File: src/rtl/vga_timing_gen.sv
`default_nettype none
// ============================================================================
// Module   : vga_timing_gen
// Brief    : 640x480@60 Hz VGA raster timing, pixel enable and frame pulse.
// Revision : 1.0 - initial release
// ============================================================================
module vga_timing_gen #(
    parameter int CLK_DIV = 4,
    parameter int H_DISP  = 640,
    parameter int H_FP    = 16,
    parameter int H_SYNC  = 96,
    parameter int H_BP    = 48,
    parameter int V_DISP  = 480,
    parameter int V_FP    = 10,
    parameter int V_SYNC  = 2,
    parameter int V_BP    = 33
) (
    input  logic       i_clk,
    input  logic       i_reset,
    output logic       o_p_tick,
    output logic [9:0] o_x,
    output logic [9:0] o_y,
    output logic       o_video_on,
    output logic       o_hsync,
    output logic       o_vsync,
    output logic       o_frame_start
);

    localparam int H_TOTAL = H_DISP + H_FP + H_SYNC + H_BP;
    localparam int V_TOTAL = V_DISP + V_FP + V_SYNC + V_BP;
    localparam int DIV_W   = (CLK_DIV > 1) ? $clog2(CLK_DIV) : 1;

    localparam logic [DIV_W-1:0] C_DIV_LAST = DIV_W'(CLK_DIV - 1);
    localparam logic [DIV_W-1:0] C_DIV_ONE  = DIV_W'(1);
    localparam logic [9:0]       C_H_LAST   = 10'(H_TOTAL - 1);
    localparam logic [9:0]       C_V_LAST   = 10'(V_TOTAL - 1);
    localparam logic [9:0]       C_H_DISP   = 10'(H_DISP);
    localparam logic [9:0]       C_V_DISP   = 10'(V_DISP);
    localparam logic [9:0]       C_HS_BEG   = 10'(H_DISP + H_FP);
    localparam logic [9:0]       C_HS_END   = 10'(H_DISP + H_FP + H_SYNC);
    localparam logic [9:0]       C_VS_BEG   = 10'(V_DISP + V_FP);
    localparam logic [9:0]       C_VS_END   = 10'(V_DISP + V_FP + V_SYNC);

    logic [DIV_W-1:0] r_div_cnt;
    logic [9:0]       r_x;
    logic [9:0]       r_y;
    logic             r_hsync;
    logic             r_vsync;
    logic             r_video_on;

    logic             w_p_tick;
    logic [9:0]       w_x_nxt;
    logic [9:0]       w_y_nxt;

    assign w_p_tick = (r_div_cnt == C_DIV_LAST);

    always_comb begin
        w_x_nxt = r_x;
        w_y_nxt = r_y;
        if (w_p_tick) begin
            if (r_x == C_H_LAST) begin
                w_x_nxt = '0;
                w_y_nxt = (r_y == C_V_LAST) ? 10'd0 : r_y + 10'd1;
            end else begin
                w_x_nxt = r_x + 10'd1;
            end
        end
    end

    // Sync/blanking are decoded from the next coordinates so they stay aligned with x/y.
    always_ff @(posedge i_clk or posedge i_reset) begin
        if (i_reset) begin
            r_div_cnt  <= '0;
            r_x        <= '0;
            r_y        <= '0;
            r_hsync    <= 1'b1;
            r_vsync    <= 1'b1;
            r_video_on <= 1'b0;
        end else begin
            r_div_cnt  <= w_p_tick ? '0 : r_div_cnt + C_DIV_ONE;
            r_x        <= w_x_nxt;
            r_y        <= w_y_nxt;
            r_hsync    <= !((w_x_nxt >= C_HS_BEG) && (w_x_nxt < C_HS_END));
            r_vsync    <= !((w_y_nxt >= C_VS_BEG) && (w_y_nxt < C_VS_END));
            r_video_on <= (w_x_nxt < C_H_DISP) && (w_y_nxt < C_V_DISP);
        end
    end

    assign o_p_tick      = w_p_tick;
    assign o_x           = r_x;
    assign o_y           = r_y;
    assign o_hsync       = r_hsync;
    assign o_vsync       = r_vsync;
    assign o_video_on    = r_video_on;
    assign o_frame_start = w_p_tick && (r_x == 10'd0) && (r_y == C_V_DISP);

endmodule
`default_nettype wire

File: config.mk
export PLATFORM = sky130hd
export DESIGN_NAME = vga_timing_gen
export DESIGN_NICKNAME = d
export VERILOG_FILES = /design/src/rtl/vga_timing_gen.sv
export SDC_FILE = /design/constraint.sdc
export NUM_CORES = 1
export LEC_CHECK = 0
export CAP_MARGIN = 5
export CORE_AREA = 2 2 54 56
export DETAILED_ROUTE_END_ITERATION = 10
export DIE_AREA = 0 0 56 58
export PLACE_DENSITY = 0.82
export SLEW_MARGIN = 20
export SYNTH_ARGS = -nofsm -noshare
export SYNTH_HDL_FRONTEND = slang
export SYNTH_SLANG_ARGS = --single-unit
File: constraint.sdc
create_clock -name i_clk -period 4 [get_ports i_clk]
set_clock_uncertainty 0.15 [all_clocks]
set_input_delay 1 -clock i_clk [delete_from_list [all_inputs] [get_ports i_clk]]
set_output_delay 1 -clock i_clk [all_outputs]
set_load 0.05 [all_outputs]
=== Yosys cells after proc, flatten, opt, wreduce, memory -nomap -nowiden ===
Index checks and enable logic that the tools add are counted.

* Word-level logic and storage cells: 33
* Output and inout port bits: 25
* Bits in registers: 25
* Bits of input ports: 2

* Mux-type cells: 6
* Reductions and logical operators: 8
* Equal/unequal tests: 4
* Magnitude comparators: 6
* Add/sub/neg operators: 3

{| class="wikitable"
|+ Operators with widths
! operator !! number
|-
| $mux 10 || 5
|-
| $add 10x1->10 const B || 2
|-
| $eq 10x10->1 const B || 2
|-
| $lt 10x10->1 const B || 2
|-
| $lt 10x9->1 const B || 2
|-
| $eq 10x9->1 const B || 1
|-
| $ge 10x10->1 const B || 1
|-
| $ge 10x9->1 const B || 1
|-
| $logic_not 10->1 || 1
|-
| $logic_and 1x1->1 || 5
|-
| $add 2x1->2 const B || 1
|-
| $eq 2x2->1 const B || 1
|-
| $logic_not 1->1 || 2
|-
| $mux 2 || 1
|}

=== Longest topological paths before layout ===
Gate-level depths: netlist (run 1).

* Word-level depth: 7
* Mapped depth: 10
* Mapped depth without buffers: 8

=== Worst setup path after synthesis (run 1) ===
OpenSTA, ideal clock, no wires.

* Path type: reg-to-output
* From: reg r_x[3] (netlist: o_x[3])
* To: out o_frame_start
* Stages on the path, launching flop included: 3
* Slack: 0.193 ns
* Arrival: 2.657 ns
* Path through: dfrtp_1 > or4_1 > nor4_1

* Word-level cells in the longest chain between the ends: 3

{| class="wikitable"
|+ Ends and longest elaborated chain
! element !! line !! RTL
|-
| from (decl) || 45 || <nowiki>logic [9:0] r_x;</nowiki>
|-
| from (signal assigned) || 81 || <nowiki>r_x <= w_x_nxt;</nowiki>
|-
| $logic_not 10->1 || 95 || <nowiki>assign o_frame_start = w_p_tick && (r_x == 10'd0) && (r_y == C_V_DISP);</nowiki>
|-
| $logic_and 1x1->1 (2 in series) || 95 ||
|-
| to (decl) || 26 || <nowiki>output logic o_frame_start</nowiki>
|}

No other way between the ends.

=== Worst setup path in the final report (run 1) ===
Ends and elaborated chain as after synthesis.

==> results of run 1 <==
[through the flow]
stage	cell area, um^2	hold WS (ns)	power (mW)
finish	1710	0.294	0.371
global route	1710	0.310	0.382
CTS	1710	0.302	0.376
detailed placement	1680	0.283	0.264
global placement	1680	0.265	0.263
floorplan	1420	0.253	0.261
[kinds of logic after synthesis]
| group | count (synthesis) | synth area share [%] |
|---|---|---|
| DFF | 25 | 44.2 |
| and+or+nand+nor | 72 | 26.6 |
| buffers and inverters | 18 | 5.98 |
| muxes | 2 | 1.50 |
| AOI/OAI and AO/OA | 20 | 9.41 |
| xor gates and xnor gates | 13 | 8.00 |
| adders and majority gates | 5 | 4.40 |
[metal layers]
| layer | wire length (um) | track usage (%) |
|---|---|---|
| met5 | 0 | 0 |
| met4 | 31 | 6.80 |
| met3 | 142 | 2.23 |
| met2 | 1530 | 34.3 |
| met1 | 1360 | 25.2 |
[cell usage after synthesis, types with 2 or more instances]
| library cell | number | area, um^2 |
|---|---|---|
| dfrtp_1 | 23 | 576 |
| nor2_1 | 21 | 78.8 |
| nand2_1 | 14 | 52.6 |
| inv_1 | 12 | 45.0 |
| nand3_1 | 10 | 50.1 |
| xor2_1 | 7 | 61.3 |
| nand4_1 | 6 | 37.5 |
| xnor2_1 | 6 | 52.6 |
| ha_1 | 5 | 62.6 |
| a21oi_1 | 4 | 20.0 |
| a31oi_1 | 3 | 18.8 |
| and2_1 | 3 | 18.8 |
| and4_1 | 3 | 26.3 |
| o21ai_1 | 3 | 15.0 |
| buf_2 | 2 | 10.0 |
| buf_6 | 2 | 22.5 |
| clkbuf_1 | 2 | 7.51 |
| dfstp_2 | 2 | 52.6 |
| nand2b_1 | 2 | 12.5 |
| nor4_1 | 2 | 12.5 |
| o2111ai_1 | 2 | 17.5 |
| or4_1 | 2 | 15.0 |
[worst paths after layout]
check / cells past startpoint / to / slack [ns] / from
setup / recovery: 3 / o_frame_start / 0.36 / o_x[3]
hold / removal: 1 / r_div_cnt[0] / 0.29 / r_div_cnt[0]
setup reg to reg: 7 / o_vsync / 1.06 / r_div_cnt[0]
hold reg to reg: 1 / r_div_cnt[0] / 0.29 / r_div_cnt[0]
max in group asynchronous: 2 / o_x[9] / 2.09 / i_reset
min in group asynchronous: 2 / o_y[8] / 1.03 / i_reset
[sequential cells by signal, summed over array words and instances (netlist names)]
signal,count
o_hsync,1
o_video_on,1
o_vsync,1
o_x,10
o_y,10
r_div_cnt,2
[worst max-delay path: stages (launching register included)]
cell and delay, ns:
dfrtp_1 0.45, or4_1 0.55, nor4_1 0.30, clkdlybuf4s50_1 0.86
[area by class of cell]
type / instances / area [um^2] / share of cell area (%)
timing repair buffer: 26 / 260 / 15.2
inverter: 12 / 45.0 / 2.64
tap: 31 / 38.8 / 2.27
multi-input combinational: 112 / 709 / 41.5
clock buffer: 4 / 26.3 / 1.54
sequential: 25 / 628 / 36.8
[power by group]
group	switching (mW)	leakage [nW]	internal, mW
sequential	0	0.323	0.253
combinational	0.00485	0.372	0.000901
clock	0.0730	0.0150	0.0390
==> out/qor.yml, run 1 <==
status: "completed"
synth_edf_count: 0
rows: 19
drt-total-wl_um: 3070
yosys_warnings: 0
syn_avg_cell_area_um2: 9.18
clk-insertion-delay-late_ns: 0.32
track_usage_pct: 19.5
grt_max_degree: 26
h-tree-depth: 1
grt_overflow_total: 0
drt-initial-drc-count: 47
dr.pass1.iters: 4
hold_violations: 0
final_cells: 210
fin_crit_ns: 3.64
powerDensity_nw_per_um2: 217
die_area_um2: 3250
slew_viol_final: 0
cts_tree: "built"
final_core_util_pct: 64.1
fmax_ghz: 0.275
dp_cells: 206
die_w_um: 56
post_drt_wl_per_cell_um: 14.6
fin_ws_ns: 0.359
antennaDiodeCount: 0
syn2layout_area_growth_pct: 20.1
start_kind: "flop"
layout-drive-gt1-share_pct: 3.91
crit_arrival_ns: 2.49
hpwl_um: 2180
synthArstFlopShare_pct: 100
antenna_found_initial: 0
power_leakage_nw: 0.709
coreArea_um2: 2660
pre_cts_ws_ns: 0.743
viasPerCell: 5.85
io_pins: 27
ys_dominant_reg_cell: "dfrtp_1"
io_buffers: 26
cts-root-buf: "clkbuf_4"
vias: 1229
final_antenna_net_count: 0
hold_path_class: "flop to flop"
numClockSinks: 25
slew_headroom_pct: 36.5
fin_tns_setup_ns: 0
syn_nets: 162
postCtsResizedCells: 0
period_share_pct: 91.0
crit_fanout: 5
setup_viol: 0
ys_seq_elements: 25
cts_setup_buffers: 0
final_common_cell: "clkdlybuf4s50_1"
drv_cap: 0
fill_cells: 216
cp.required_ns: 2.85
grt_pass1_vias: 1142
cts_hold_buffers: 0
layout_common_cells: "clkdlybuf4s50_1, dfrtp_1, nor2_1, nand2_1, inv_1"
peakVddDrop_mv: 0.190
syn_area_um2: 1420
grt_pass1_wl_um: 5030
tightestPinTransition_ns: 0.951
die-height_um: 58
drc: 0
rsz0062_at_grt: "no"
initial_utilization_pct: 53.4
synth_cells: 155
cts_buffer_depth: 2
end_kind: "output port"
synth_cell_type_count: 41
fin_nets: 187
cts_buffers: 3
cts.clk_slew.worst_paths_ns: 0.13
yosysSeqAreaShare_pct: 44.2
critPathKind: "flop to output port"
gp_congestion: 0.889
(Power assumes the default switching activity.)
==> inputs of run 2 (changes only) <==
--- a/config.mk
+++ b/config.mk
@@ -6,10 +6,12 @@
 export NUM_CORES = 1
 export LEC_CHECK = 0
 export CAP_MARGIN = 5
-export CORE_AREA = 2 2 54 56
+export CORE_AREA = 2 2 50 52
 export DETAILED_ROUTE_END_ITERATION = 10
-export DIE_AREA = 0 0 56 58
-export PLACE_DENSITY = 0.82
+export DIE_AREA = 0 0 52 54
+export DONT_BUFFER_PORTS = 1
+export GPL_TIMING_DRIVEN = 0
+export PLACE_DENSITY = 0.79
 export SLEW_MARGIN = 20
 export SYNTH_ARGS = -nofsm -noshare
 export SYNTH_HDL_FRONTEND = slang
==> out/qor.yml, run 2 (synthesized netlist as in run 1, its figures left out) <==
h-tree-depth: 1  # unchanged
io_pins: 27  # unchanged
start_kind: "flop"
coreArea_um2: 2320  # -13%
crit_arrival_ns: 2.11  # -0.38 ns
layout-drive-gt1-share_pct: 8.75  # +4.8 points
cts_buffer_depth: 2  # unchanged
antennaDiodeCount: 0  # unchanged
final_core_util_pct: 64.8  # +0.69 points
hpwl_um: 2140  # -1.7%
syn2layout_area_growth_pct: 5.72
cts_setup_buffers: 0  # unchanged
cts.clk_slew.worst_paths_ns: 0.13  # about the same
status: "completed"
numClockSinks: 25  # unchanged
drv_cap: 0  # unchanged
cts_tree: "built"
drt-total-wl_um: 2860  # -6.8%
final_common_cell: "dfrtp_1"
fin_nets: 168  # -10%
grt_pass1_wl_um: 4580  # -8.9%
drt-initial-drc-count: 24  # -49%
slew_headroom_pct: 39.8  # +3.3 points
cts-root-buf: "clkbuf_4"
hold_depth: 1  # unchanged
fmax_ghz: 0.307  # +12%
cts_buffers: 3  # unchanged
die_area_um2: 2810  # -14%
final_antenna_net_count: 0  # unchanged
powerDensity_nw_per_um2: 246  # +13%
fill_cells: 192  # -11%
setup_viol: 0  # unchanged
tightestPinTransition_ns: 0.902  # -0.0487 ns
hold_path_class: "flop to flop"
reg2regPathDepth: 9  # +2
period_share_pct: 81.4  # -9.6 points
track_usage_pct: 22.2  # +2.7 points
initial_utilization_pct: 61.3  # +7.9 points
fin_crit_ns: 3.26  # -0.385 ns
layout_common_cells: "dfrtp_1, nor2_1, nand2_1, inv_1, nand3_1"
grt_pass1_vias: 1075  # -5.9%
cts_hold_buffers: 0  # unchanged
power_leakage_nw: 0.646  # -9.0%
rows: 18  # -1
gp_congestion: 0.845  # -4.9%
slew_viol_final: 0  # unchanged
die_w_um: 52  # -7.1%
fin_tns_setup_ns: 0  # unchanged
antenna_found_initial: 0  # unchanged
io_buffers: 0  # -100%
drc: 0  # unchanged
pre_cts_ws_ns: 0.969  # +0.226 ns
cp.required_ns: 2.85  # about the same
hold_violations: 0  # unchanged
postCtsResizedCells: 0  # unchanged
critPathKind: "flop to output port"
grt_overflow_total: 0  # unchanged
post_drt_wl_per_cell_um: 15.0  # +3.0%
dr.pass1.iters: 4  # unchanged
end_kind: "output port"
crit_fanout: 6  # +1
rsz0062_at_grt: "no"
die-height_um: 54  # -6.9%
peakVddDrop_mv: 0.222  # +17%
grt_max_degree: 26  # unchanged
vias: 1149  # -6.5%
fin_ws_ns: 0.743  # +0.385 ns
clk-insertion-delay-late_ns: 0.32  # about the same
viasPerCell: 6.05  # +3.3%
## run 2: changes by cell type in the layout (fill, tap and decap cells not counted)
cell,before,now
buf_2,0,2
clkdlybuf4s50_1,26,0
nor4_2,0,1
buf_6,0,2
clkinvlp_4,0,1
nor4_1,2,1
buf_4,0,1
clkbuf_1,1,2
## run 2: worst paths after layout
check,slack [ns],startpoint,to
hold / removal,0.28,r_div_cnt[0],r_div_cnt[0]
setup / recovery,0.74,o_y[1],o_frame_start
min in group asynchronous,0.59,i_reset,o_y[8]
hold reg to reg,0.28,r_div_cnt[0],r_div_cnt[0]
setup reg to reg,0.95,r_div_cnt[0],o_vsync
max in group asynchronous,2.55,i_reset,o_y[6]
## run 2: worst max-delay path, stage by stage, from the launching register on
cell and delay (ns):
dfrtp_1 0.63, inv_1 0.20, ha_1 0.16, nand2b_1 0.08
nor3_1 0.18, nand4_1 0.15, nor4_2 0.17, buf_4 0.24
## run 2: layout make-up
| cell class | count | area [um^2] | area share (%) |
|---|---|---|---|
| Buffer | 6 | 40.0 | 2.66 |
| Clock buffer | 3 | 22.5 | 1.50 |
| Clock inverter | 1 | 7.51 | 0.499 |
| Inverter | 12 | 45.0 | 3.00 |
| Multi-Input combinational cell | 112 | 716 | 47.6 |
| Sequential cell | 25 | 628 | 41.8 |
| Tap cell | 30 | 37.5 | 2.50 |
| Timing Repair Buffer | 1 | 7.51 | 0.499 |
## run 2: power by group
group	leakage, nW	internal, mW	switching [mW]
registers	0.323	0.253	0
clock network	0.0139	0.0382	0.0736
logic	0.309	0.0000707	0.00451
## run 2: routing by layer
layer	GRT usage (%)	wire length, um	part of all wire, %
met3	4.72	173	6.1
met1	25.9	1200	42
met4	10.1	57	2.0
met2	39.2	1420	50
met5	0	0	0
## run 2: through the flow
step / instance area (um^2) / power (mW) / hold slack (ns) / instances
floorplan: 1420 / 0.261 / 0.253 / 155
global placement: 1460 / 0.263 / 0.266 / 185
detailed placement: 1470 / 0.263 / 0.270 / 186
CTS: 1500 / 0.375 / 0.289 / 190
global route: 1500 / 0.386 / 0.310 / 190
finish: 1500 / 0.369 / 0.283 / 190
==> edit 1: new RTL, settings of run 2 <==
Put a register stage on the outputs `o_p_tick` and `o_frame_start`, cleared by the reset. The values now appear one clock later. The other outputs are not delayed to match.
--- a/src/rtl/vga_timing_gen.sv
+++ b/src/rtl/vga_timing_gen.sv
@@ -86,13 +86,20 @@
         end
     end
 
-    assign o_p_tick      = w_p_tick;
     assign o_x           = r_x;
     assign o_y           = r_y;
     assign o_hsync       = r_hsync;
     assign o_vsync       = r_vsync;
     assign o_video_on    = r_video_on;
-    assign o_frame_start = w_p_tick && (r_x == 10'd0) && (r_y == C_V_DISP);
+    always_ff @(posedge i_clk or posedge i_reset) begin
+        if (i_reset) begin
+            o_p_tick      <= '0;
+            o_frame_start <= '0;
+        end else begin
+            o_p_tick      <= w_p_tick;
+            o_frame_start <= w_p_tick && (r_x == 10'd0) && (r_y == C_V_DISP);
+        end
+    end
 
 endmodule
 `default_nettype wire
Behaviour: not the same (a bounded check fails within 4 cycles, from zero or initial values and one cycle with i_reset high).
==> edit 1 against run 2 <==
Synthesized area increased by 11%. Clock power grew 4%. Setup slack better by 0.46 ns. Wire length grew 20%. Count of clock-buffer cells in the layout stayed put. Final area is 9.6% higher. Power up 6.7%. Sequential cell count rose by 2. Critical endpoint is now o_video_on$_DFF_PP0_. Largest cell class unchanged.
==> edit 1: results <==
[outcome]
run_status = finished clean

[final_layout]
drive_gt1_share_pct = 11.6
nFillCells = 168
stdcell_area_um2 = 1650

[yosys]
synth.area.mux_share_pct = 2.53
synth_cell_types = 45
synth_fa_ha_area_share_pct = 3.95
synth_area_per_cell_um2 = 9.37
synth_common_cells = dfrtp_1, nand2_1, nor2_1
synthXorXnorAreaFrac_pct = 4.98
seq_area_frac_synth_pct = 42.8
synth_compound_area_share_pct = 13.1
synthTopCellsByArea = dfrtp_1, nand2_1, ha_1
synth_fp_nets = 176

[grt]
grt_use_total_pct = 26.9
grt_max_degree = 28
grt_pass1_vias = 1242
grt_pass1_wl_mm = 5.59

[clocking]
cts_hold_buf = 0

[critical_path]
startpoint = o_x[1]$_DFF_PP0_
worstPathMaxFanout = 10
worst_path_largest_cell_delay_ns = 0.71
r2r_cells = 7
worstReg2RegEnd = o_video_on$_DFF_PP0_
critPathCapture = o_video_on$_DFF_PP0_
crit_family = simple AND/OR/NAND/NOR gates

[drt]
drt_wl_total_mm = 3.44
wl_per_cell_um = 16.9
vias = 1333

[sta]
worst_hold_slack_ns = 0.287
tightest_slew_ns = 0.747

[placed_design]
hpwlAfterDp_mm = 2.44
dp.cells = 199
gp_routability_congestion = 0.897

[pwr]
irDropWorstVdd_mv = 0.180
p_leak_nw = 0.713
[edit 1: changes by cell type after synthesis, moves of 3 or more]
cell            run 2  this run
and3_1              1         6
buf_4               0         3
mux2i_1             1         4
nand2_1            14        18
nor2_1             21        13
o21ai_0             1         6
[edit 1: metal layers]
layer	vias to the layer above	global-route usage [%]	wire length, um
met2	59	48.3	1770
met3	6	5.56	212
met5	-	0	0
met4	0	10.1	38
met1	643	31.6	1420
li1	625	-	-
[edit 1: power by group]
part,leakage [nW],internal [W],switching [W]
Clock,0.0177,0.0000375,0.0000782
Sequential,0.351,0.000273,0
Combinational,0.344,0.000000115,0.00000498
[edit 1: layout make-up]
type,instances,share of cell area (%)
clock inverters,1,0.304
clock buffers,3,1.37
multi-input cells,123,49.7
inverters,11,2.51
plain buffers,8,2.73
flip-flops and latches,27,41.2
well taps,30,2.28
==> edit 2: new RTL, config.mk and constraints of run 2 <==
Made on the original files. The parameter `CLK_DIV` goes from 4 to 2.
--- a/src/rtl/vga_timing_gen.sv
+++ b/src/rtl/vga_timing_gen.sv
@@ -5,7 +5,7 @@
 // Revision : 1.0 - initial release
 // ============================================================================
 module vga_timing_gen #(
-    parameter int CLK_DIV = 4,
+    parameter int CLK_DIV = 2,
     parameter int H_DISP  = 640,
     parameter int H_FP    = 16,
     parameter int H_SYNC  = 96,
Formal check against the unedited RTL: not equivalent (a bounded check fails within 4 cycles, from zero or initial values and one cycle with i_reset high).
==> edit 2 against run 2 <==
Power is 3.3% lower. Synthesized area grew 6.9%. Wire length increased by 23%. Final area is 6.2% higher. Setup slack got worse by 0.19 ns. Worst hold slack gained 0.30 ns. Highest routed layer unchanged. Sequential cell count down 1.
==> edit 2: results <==
[placed_design]
preCtsSetupSlack_ns = 0.914
io_buffers = 0
gp_routability_congestion = 0.968
hpwlAfterDp_mm = 2.53

[yosys]
synth_fp_nets = 172
synthTopCellsByArea = dfrtp_1, nand2_1, nand4_1
synth.area.mux_share_pct = 1.40
synthXorXnorAreaFrac_pct = 5.76
synth_cell_types = 51
yosysWarnings = 0
synth_common_cells = dfrtp_1, nand2_1, inv_1
seq_area_frac_synth_pct = 39.7
synth_fa_ha_area_share_pct = 3.29
synth_compound_area_share_pct = 16.7

[worst_hold_path]
hold_class = in2async

[pwr]
sw_frac_of_total_pct = 21.1
irDropWorstVdd_mv = 0.195
pwr-share-clk_pct = 30.8
pg_seq_w = 0.000243
p_leak_nw = 0.624

[final_layout]
final_nets = 178
drive_gt1_share_pct = 14.6
antenna_cells = 0

[critical_path]
timing.rr.start = o_x[0]$_DFF_PP0_
critPathCapture = o_frame_start
arrival_ns = 2.30
reg2reg_slack_ns = 1.21
worstPathMaxFanout = 8
r2r_cells = 7
startpoint = o_y[6]$_DFF_PP0_
worstReg2RegEnd = o_video_on$_DFF_PP0_

[clocking]
cts_resized = 0
cts_buffers = 3
h-tree-depth = 1
cts_setup_buffers = 0
cts_buffer_depth = 2
cts-root-buf = clkbuf_4
path_clk_slew_ns = 0.14

[drt]
first_iter_violations = 68
drt_wl_total_mm = 3.52
vias = 1306
first_pass_iters = 5

[sta]
min_period_ns = 3.45
tightest_slew_ns = 0.891

[grt]
grt_pass1_vias = 1223
grt_pass1_wl_mm = 5.81
grt_use_total_pct = 28.2
grt_max_degree = 25

[outcome]
run_status = finished clean
-- edit 2: layout make-up --
| cell class | count | area (um^2) |
|---|---|---|
| inverters | 11 | 41.3 |
| clock buffers | 4 | 26.3 |
| repair buffers | 1 | 7.51 |
| well taps | 30 | 37.5 |
| fillers | 191 | 722 |
| flip-flops and latches | 24 | 603 |
| multi-input cells | 119 | 817 |
| plain buffers | 12 | 65.1 |
-- edit 2: critical path: stages, from the launching register on --
cell and delay [ns]:
dfrtp_1 0.83, or4b_2 0.68, nor4_2 0.23, buf_4 0.23
-- edit 2: cell families (layout without fill, tap and decap cells) --
| kind of cell | Yosys count | in the layout |
|---|---|---|
| and+or+nand+nor | 68 | 68 |
| AOI/OAI and AO/OA | 35 | 35 |
| DFF | 24 | 24 |
| buffers and inverters | 23 | 28 |
| xor gates and xnor gates | 10 | 10 |
| adders and majority gates | 4 | 4 |
| muxes | 2 | 2 |
-- edit 2: stage by stage --
| stage | instance area [um^2] | utilization (%) | hold WS [ns] | power (W) | instances |
|---|---|---|---|---|---|
| final | 1600 | 68.9 | 0.586 | 0.000357 | 201 |
| after global routing | 1600 | 68.9 | 0.659 | 0.000372 | 201 |
| after CTS | 1600 | 68.9 | 0.619 | 0.000360 | 201 |
| after detailed placement | 1570 | 67.7 | 0.730 | 0.000252 | 197 |
| after global placement | 1560 | 67.2 | 0.720 | 0.000252 | 196 |
| after floorplan | 1520 | - | 0.678 | 0.000251 | 166 |
-- edit 2: per-layer routing --
metal  GRT usage (%)  routed length [um]  share of wire [%]  vias up
met4            11.4                  36                1.0        0
met5               0                   0                  0        -
met3            4.17                 252                7.2        7
met2            46.4                1780                 51       65
met1            37.4                1450                 41      618
li1                -                   -                  -      616
